===== config.mk =====
export PLATFORM = sky130hd
export DESIGN_NAME = falcon_ntt_ctrl
export DESIGN_NICKNAME = d
export VERILOG_FILES = /design/src/rtl/falcon_pkg.sv /design/src/rtl/falcon_ntt_addr_gen.sv /design/src/rtl/falcon_ntt_ctrl.sv
export SDC_FILE = /design/constraint.sdc
export NUM_CORES = 1
export LEC_CHECK = 0
export BUFFER_PORTS_ARGS = -buffer_cell sky130_fd_sc_hd__clkbuf_2
export CAP_MARGIN = 20
export CORE_MARGIN = 4
export CORE_UTILIZATION = 40
export CTS_CLUSTER_DIAMETER = 50
export DETAILED_ROUTE_END_ITERATION = 10
export HOLD_SLACK_MARGIN = 0.1
export PLACE_DENSITY = 0.66
export SLEW_MARGIN = 5
export SYNTH_ARGS = -nofsm -noshare
export SYNTH_HDL_FRONTEND = slang
export SYNTH_SLANG_ARGS = --single-unit

===== constraint.sdc =====
create_clock -name clk -period 5.7 [get_ports clk]
set_input_delay 0.285 -clock clk [delete_from_list [all_inputs] [get_ports clk]]
set_output_delay 0.285 -clock clk [all_outputs]
set_load 0.03 [all_outputs]

===== src/rtl/falcon_pkg.sv =====
// Shared constants and FSM encoding for the Falcon NTT datapath blocks.
// Modulus, default transform geometry and butterfly latencies live here.
package falcon_pkg;

    localparam int Q          = 12289;
    localparam int LOGN_DEF   = 10;
    localparam int LAT_CT_DEF = 4;
    localparam int LAT_GS_DEF = 6;
    localparam int RD_LAT_DEF = 1;

    localparam logic MODE_NTT  = 1'b0;
    localparam logic MODE_INTT = 1'b1;

    typedef logic [1:0] state_t;

    localparam state_t ST_IDLE  = 2'd0;
    localparam state_t ST_RUN   = 2'd1;
    localparam state_t ST_DRAIN = 2'd2;
    localparam state_t ST_DONE  = 2'd3;

endpackage


===== src/rtl/falcon_ntt_addr_gen.sv =====
// Combinational butterfly address generator: (stage, index, mode) -> (a, b, twiddle).
// Every product reduces to a power of two, so shifts and masks suffice.
module falcon_ntt_addr_gen
    import falcon_pkg::*;
#(
    parameter int LOGN = LOGN_DEF,
    parameter int SW   = $clog2(LOGN),
    parameter int KW   = LOGN - 1
) (
    input  logic [SW-1:0]   s,
    input  logic [KW-1:0]   k,
    input  logic            mode,
    output logic [LOGN-1:0] a,
    output logic [LOGN-1:0] b,
    output logic [LOGN-1:0] tw_addr
);

    logic [LOGN-1:0] one;
    logic [LOGN-1:0] kk;
    logic [LOGN-1:0] t;
    logic [LOGN-1:0] jj;
    logic [LOGN-1:0] grp;
    int              sh;

    // sh = log2(t): the half-span shrinks with s for CT and grows with s for GS.
    always_comb begin
        one     = LOGN'(1);
        kk      = LOGN'(k);
        sh      = (mode == MODE_INTT) ? int'(s) : (LOGN - 1 - int'(s));
        t       = one << sh;
        jj      = kk & (t - one);
        grp     = kk >> sh;
        a       = (grp << (sh + 1)) | jj;
        b       = a | t;
        tw_addr = (one << (LOGN - 1 - sh)) | grp;
    end

endmodule


===== src/rtl/falcon_ntt_ctrl.sv =====
// Issue-side sequencer for one Falcon butterfly: per-stage address issue,
// pipeline drain between stages and a delay line producing write-back strobes.
//
//   state    | meaning
//   ---------+------------------------------------------------------------
//   ST_IDLE  | waiting for start; mode latched on the start cycle
//   ST_RUN   | one butterfly issued per cycle, k = 0 .. N/2-1
//   ST_DRAIN | D = RD_LAT + LAT(mode) cycles with no reads, then next stage
//   ST_DONE  | single-cycle done pulse, back to idle
module falcon_ntt_ctrl
    import falcon_pkg::*;
#(
    parameter int LOGN   = LOGN_DEF,
    parameter int LAT_CT = LAT_CT_DEF,
    parameter int LAT_GS = LAT_GS_DEF,
    parameter int RD_LAT = RD_LAT_DEF
) (
    input  logic            clk,
    input  logic            rst,
    input  logic            start,
    input  logic            mode,
    output logic            busy,
    output logic            done,
    output logic            bf_ct,
    output logic            rd_en,
    output logic [LOGN-1:0] rd_addr_a,
    output logic [LOGN-1:0] rd_addr_b,
    output logic [LOGN-1:0] tw_addr,
    output logic            tw_inv,
    output logic            wr_en,
    output logic [LOGN-1:0] wr_addr_a,
    output logic [LOGN-1:0] wr_addr_b
);

    localparam int KW   = LOGN - 1;
    localparam int SW   = $clog2(LOGN);
    localparam int DMAX = RD_LAT + ((LAT_CT > LAT_GS) ? LAT_CT : LAT_GS);
    localparam int IW   = $clog2(DMAX);

    localparam logic [IW-1:0] DM1_CT = IW'(RD_LAT + LAT_CT - 1);
    localparam logic [IW-1:0] DM1_GS = IW'(RD_LAT + LAT_GS - 1);
    localparam logic [SW-1:0] S_LAST = SW'(LOGN - 1);

    state_t          state_q, state_n;
    logic [SW-1:0]   s_q, s_n;
    logic [KW-1:0]   k_q, k_n;
    logic [IW-1:0]   dcnt_q, dcnt_n;
    logic            mode_q, mode_n;
    logic [IW-1:0]   dm1;

    logic [LOGN-1:0] gen_a, gen_b, gen_tw;

    logic [DMAX-1:0]            line_v, line_v_n;
    logic [DMAX-1:0][LOGN-1:0]  line_a, line_a_n;
    logic [DMAX-1:0][LOGN-1:0]  line_b, line_b_n;

    assign dm1 = (mode_q == MODE_INTT) ? DM1_GS : DM1_CT;

    always_comb begin
        state_n = state_q;
        s_n     = s_q;
        k_n     = k_q;
        dcnt_n  = dcnt_q;
        mode_n  = mode_q;
        case (state_q)
            ST_IDLE: begin
                if (start) begin
                    state_n = ST_RUN;
                    s_n     = '0;
                    k_n     = '0;
                    mode_n  = mode;
                end
            end
            ST_RUN: begin
                if (&k_q) begin
                    state_n = ST_DRAIN;
                    dcnt_n  = dm1;
                end else begin
                    k_n = k_q + 1'b1;
                end
            end
            ST_DRAIN: begin
                if (dcnt_q == '0) begin
                    if (s_q == S_LAST) begin
                        state_n = ST_DONE;
                    end else begin
                        state_n = ST_RUN;
                        s_n     = s_q + 1'b1;
                        k_n     = '0;
                    end
                end else begin
                    dcnt_n = dcnt_q - 1'b1;
                end
            end
            ST_DONE: state_n = ST_IDLE;
            default: state_n = ST_IDLE;
        endcase
    end

    // Addresses come from the next-state counters so the outputs can be registered
    // and still line up with the cycle in which the FSM is in RUN.
    falcon_ntt_addr_gen #(
        .LOGN (LOGN),
        .SW   (SW),
        .KW   (KW)
    ) u_addr_gen (
        .s       (s_n),
        .k       (k_n),
        .mode    (mode_n),
        .a       (gen_a),
        .b       (gen_b),
        .tw_addr (gen_tw)
    );

    always_ff @(posedge clk or posedge rst) begin
        if (rst) begin
            state_q   <= ST_IDLE;
            s_q       <= '0;
            k_q       <= '0;
            dcnt_q    <= '0;
            mode_q    <= 1'b0;
            busy      <= 1'b0;
            done      <= 1'b0;
            bf_ct     <= 1'b0;
            tw_inv    <= 1'b0;
            rd_en     <= 1'b0;
            rd_addr_a <= '0;
            rd_addr_b <= '0;
            tw_addr   <= '0;
        end else begin
            state_q   <= state_n;
            s_q       <= s_n;
            k_q       <= k_n;
            dcnt_q    <= dcnt_n;
            mode_q    <= mode_n;
            busy      <= (state_n == ST_RUN) || (state_n == ST_DRAIN);
            done      <= (state_n == ST_DONE);
            bf_ct     <= ~mode_n;
            tw_inv    <= mode_n;
            rd_en     <= (state_n == ST_RUN);
            rd_addr_a <= gen_a;
            rd_addr_b <= gen_b;
            tw_addr   <= gen_tw;
        end
    end

    // Entries are inserted at depth D-1 so wr_en appears exactly D cycles after rd_en.
    always_comb begin
        line_v_n      = {1'b0, line_v[DMAX-1:1]};
        line_a_n      = {{LOGN{1'b0}}, line_a[DMAX-1:1]};
        line_b_n      = {{LOGN{1'b0}}, line_b[DMAX-1:1]};
        line_v_n[dm1] = rd_en;
        line_a_n[dm1] = rd_addr_a;
        line_b_n[dm1] = rd_addr_b;
    end

    always_ff @(posedge clk or posedge rst) begin
        if (rst) begin
            line_v <= '0;
            line_a <= '0;
            line_b <= '0;
        end else begin
            line_v <= line_v_n;
            line_a <= line_a_n;
            line_b <= line_b_n;
        end
    end

    assign wr_en     = line_v[0];
    assign wr_addr_a = line_a[0];
    assign wr_addr_b = line_b[0];

endmodule


==> flow_summary.yaml <==
run_status:
  status: "finished clean"
clock_tree:
  clk_pin_slew_ns: 0.08
  cts_root_buffer: "clkbuf_16"
  numCtsBuffers: 17
  clock_latency_ns: 0.44
  cts_buffer_depth: 2
  clock_sinks: 200
  htree_levels: 4
  post_cts_buffers: 0
  cts_tree: "yes"
floorplanning:
  die-width_um: 152
  core-area_um2: 20400
  die_h_um: 152
  num_io_pins: 60
  initial_core_util_pct: 40.9
  dieArea_um2: 23200
  rows: 52
synthesis:
  netlist_area_um2: 8330
  yosys.area.top_type_share_pct: 60.1
  ys_warn_count: 0
  yosys.area.top_type: "dfrtp_1"
  synthCells: 686
  yosys-top-cells-count: "dfrtp_1 (200), nand2_1 (53), o21ai_0 (29)"
  synth_edf_count: 0
  synth.area.top_cells: "dfrtp_1 (60%), ha_1 (3.3%), mux2_2 (3.0%)"
  synth_fa_ha_area_share_pct: 3.30
  yosysSeqAreaShare_pct: 60.1
  synth_compound_area_share_pct: 14.4
  synth_xor_area_share_pct: 0.916
  synth.most_common_cell: "dfrtp_1"
  synth_top_family_by_area: "compound AO/OA/AOI/OAI gates"
  avgSynthCellArea_um2: 12.1
  ys_ff_latch: 200
  syn_nets: 712
  ys.flop_type: "dfrtp_1"
  synth_mux_area_share_pct: 3.48
  synth-simple-area-share_pct: 13.5
  synthDistinctLibCells: 90
  async_flop_share_pct: 100
layout:
  multi_input_area_um2: 2980
  fill_cells: 1847
  drive_gt1_share_pct: 23.1
  nets: 754
  n_antenna_cell: 0
  final_cells: 1009
  syn2layout_area_growth_pct: 12.3
  layout.area.seq_um2: 5000
power_and_ir_drop:
  cellPowerDensity_nw_per_um2: 291
  p_leak_nw: 4.09
  ir_drop_v: 0.000199
  total_power_mw: 2.72
routing:
  via_count: 5487
  initialDrtViolationCount: 568
  dr_wl_met2_um: 8500
  wire_per_inst_um: 17.9
  drc: 0
  drt-total-wl_um: 18100
  drt-met1-wl_um: 8200
  ant_nets: 0
  routed.top_layer: "met4"
  vias_per_cell: 5.44
  drtPass1Iterations: 5
  dr_wl_met3_um: 1000
placement:
  port_buffers: 59
  place_congestion: 0.959
  post-place-cells: 979
  hpwl_um: 12400
  pre_cts_slack_ns: 0.400
timing:
  finalWorstPathRequiredPeriod_ns: 5.25
  post-route-period-util_pct: 92.1
  finalMaxSlewViolations: 0
  worst_slew_pin_slew_ns: 1.04
  finalSetupViolations: 0
  hold_viol_final: 0
  fin_setup_tns_ns: 0
  rsz0062_at_grt: "false"
  max_freq_ghz: 0.191
  whs_ns: 0.117
  timing.final.ws_setup_ns: 0.452
  max_slew_margin_pct: 30.8
  finClkSkew_ns: 0.0204
grt:
  grt_pass1_wl_um: 29800
  overflow: 0
  grt_usage_pct: 16.1
  grt_pass1_vias: 5362
  antenna_found_initial: 0
  grt_max_degree: 201
critical_path:
  r2r-end: "rd_addr_b[2]"
  worstRegToRegCells: 21
  critPathMaxFanout: 16
  r2r_start: "dcnt_q[0]"
  required_ns: 6.06
  worstPathArrival_ns: 5.61
  end_kind: "register"
  worst-r2r-setup-slack_ns: 0.45
  crit_type: "reg2reg"
  cp-start-kind: "register"
run:
  cap_violations: 0
min_path:
  hold_path.class: "in2async"
[cell type report]
| type | instances | area share, % |
|---|---|---|
| Sequential cell | 200 | 53.5 |
| Multi-Input combinational cell | 416 | 31.8 |
| Clock buffer | 19 | 4.73 |
| Timing Repair Buffer | 71 | 4.25 |
| Tap cell | 270 | 3.61 |
| Clock inverter | 11 | 1.14 |
| Inverter | 22 | 0.976 |
[stage by stage]
stage | utilization, % | area [um^2]
CTS | 45.9 | 9350
floorplan | - | 8340
finish | 46.0 | 9360
global route | 46.0 | 9360
detailed placement | 43.2 | 8800
global placement | 43.2 | 8800
[placed cells by master, fill, tap and decap left out, types with 4 or more instances in the layout]
cell       synthesis  layout
nand2b_1           9       9
inv_6              0       7
nor4_2             3       4
a21oi_1           28      28
clkbuf_2           0      59
nor4_1             9       8
a21o_1             8       8
and2_1            24      24
nand2_1           53      53
o21ai_0           29      29
clkbuf_16          0      17
a211oi_1           7       7
o31ai_1            4       4
nor3_1            16      16
inv_1             17      16
o21ai_1            6       6
ha_1              22      22
o211ai_1          10      10
dfrtp_1          200     200
nand3_1           19      19
mux2_2            22      22
nand4_1           11      11
o22ai_1            8       8
nor2_1            28      26
buf_4             22      11
[critical path: stages (launching register included)]
cell and delay (ns):
dfrtp_1 0.39, inv_1 0.09, ha_1 0.22, nor2b_2 0.32
nand2_1 0.09, o311a_2 0.48, ha_1 0.34, nand2b_1 0.16
nand2_1 0.11, inv_2 0.08, ha_1 0.24, nand4_1 0.11
ha_1 0.23, or4b_2 0.66, nor3_1 0.15, nand4_1 0.28
nor2_2 0.28, nand2_1 0.16, nor4_1 0.35, a21oi_1 0.08
o22ai_1 0.20, nand2b_1 0.14
[power breakdown]
part / total, mW / internal, mW / switching, mW / leakage, nW
clock network: 1.12 / 0.582 / 0.537 / 0.267
registers: 1.46 / 1.45 / 0.00962 / 2.47
logic: 0.142 / 0.0391 / 0.103 / 1.36
total: 2.72 / 2.07 / 0.650 / 4.09
[sequential cells by signal (all words and copies together), names as in the netlist]
name and flops:
rd_addr_b 10, rd_en 1, state_q 2, tw_addr 10
line_v 7, busy 1, line_a 60, s_q 4
dcnt_q 3, k_q 9, bf_ct 1, mode_q 1
wr_addr_a 10, rd_addr_a 10, done 1, wr_addr_b 10
line_b 60
[how the worst max path moves through the flow]
| stage | start | to | depth (start not counted) |
|---|---|---|---|
| after floorplan | dcnt_q[0] | rd_addr_b[4] | 25 |
| after global placement | dcnt_q[0] | rd_addr_b[4] | 21 |
| after detailed placement | dcnt_q[0] | rd_addr_b[6] | 21 |
| after CTS | dcnt_q[0] | rd_addr_b[6] | 21 |
| after global routing | dcnt_q[0] | rd_addr_b[2] | 21 |
| final | dcnt_q[0] | rd_addr_b[2] | 21 |
[metal layers]
layer | vias to the layer above | global-route usage, %
met2 | 170 | 24.9
met1 | 2750 | 22.4
li1 | 2537 | -
met3 | 30 | 4.12
met4 | 0 | 5.09
met5 | - | 0
[cell families after synthesis]
family,Yosys count
xor gates and xnor gates,7
muxes,25
AOI/OAI and AO/OA,160
buffers and inverters,70
DFF,200
adders and majority gates,22
and+or+nand+nor,202
[timing repair]
item / CTS / global route
hold buffers: 0 / 0
setup endpoints to repair: 0 / 12
gates resized for setup: 0 / 4
No activity file was read; power rests on OpenSTA's default activity.
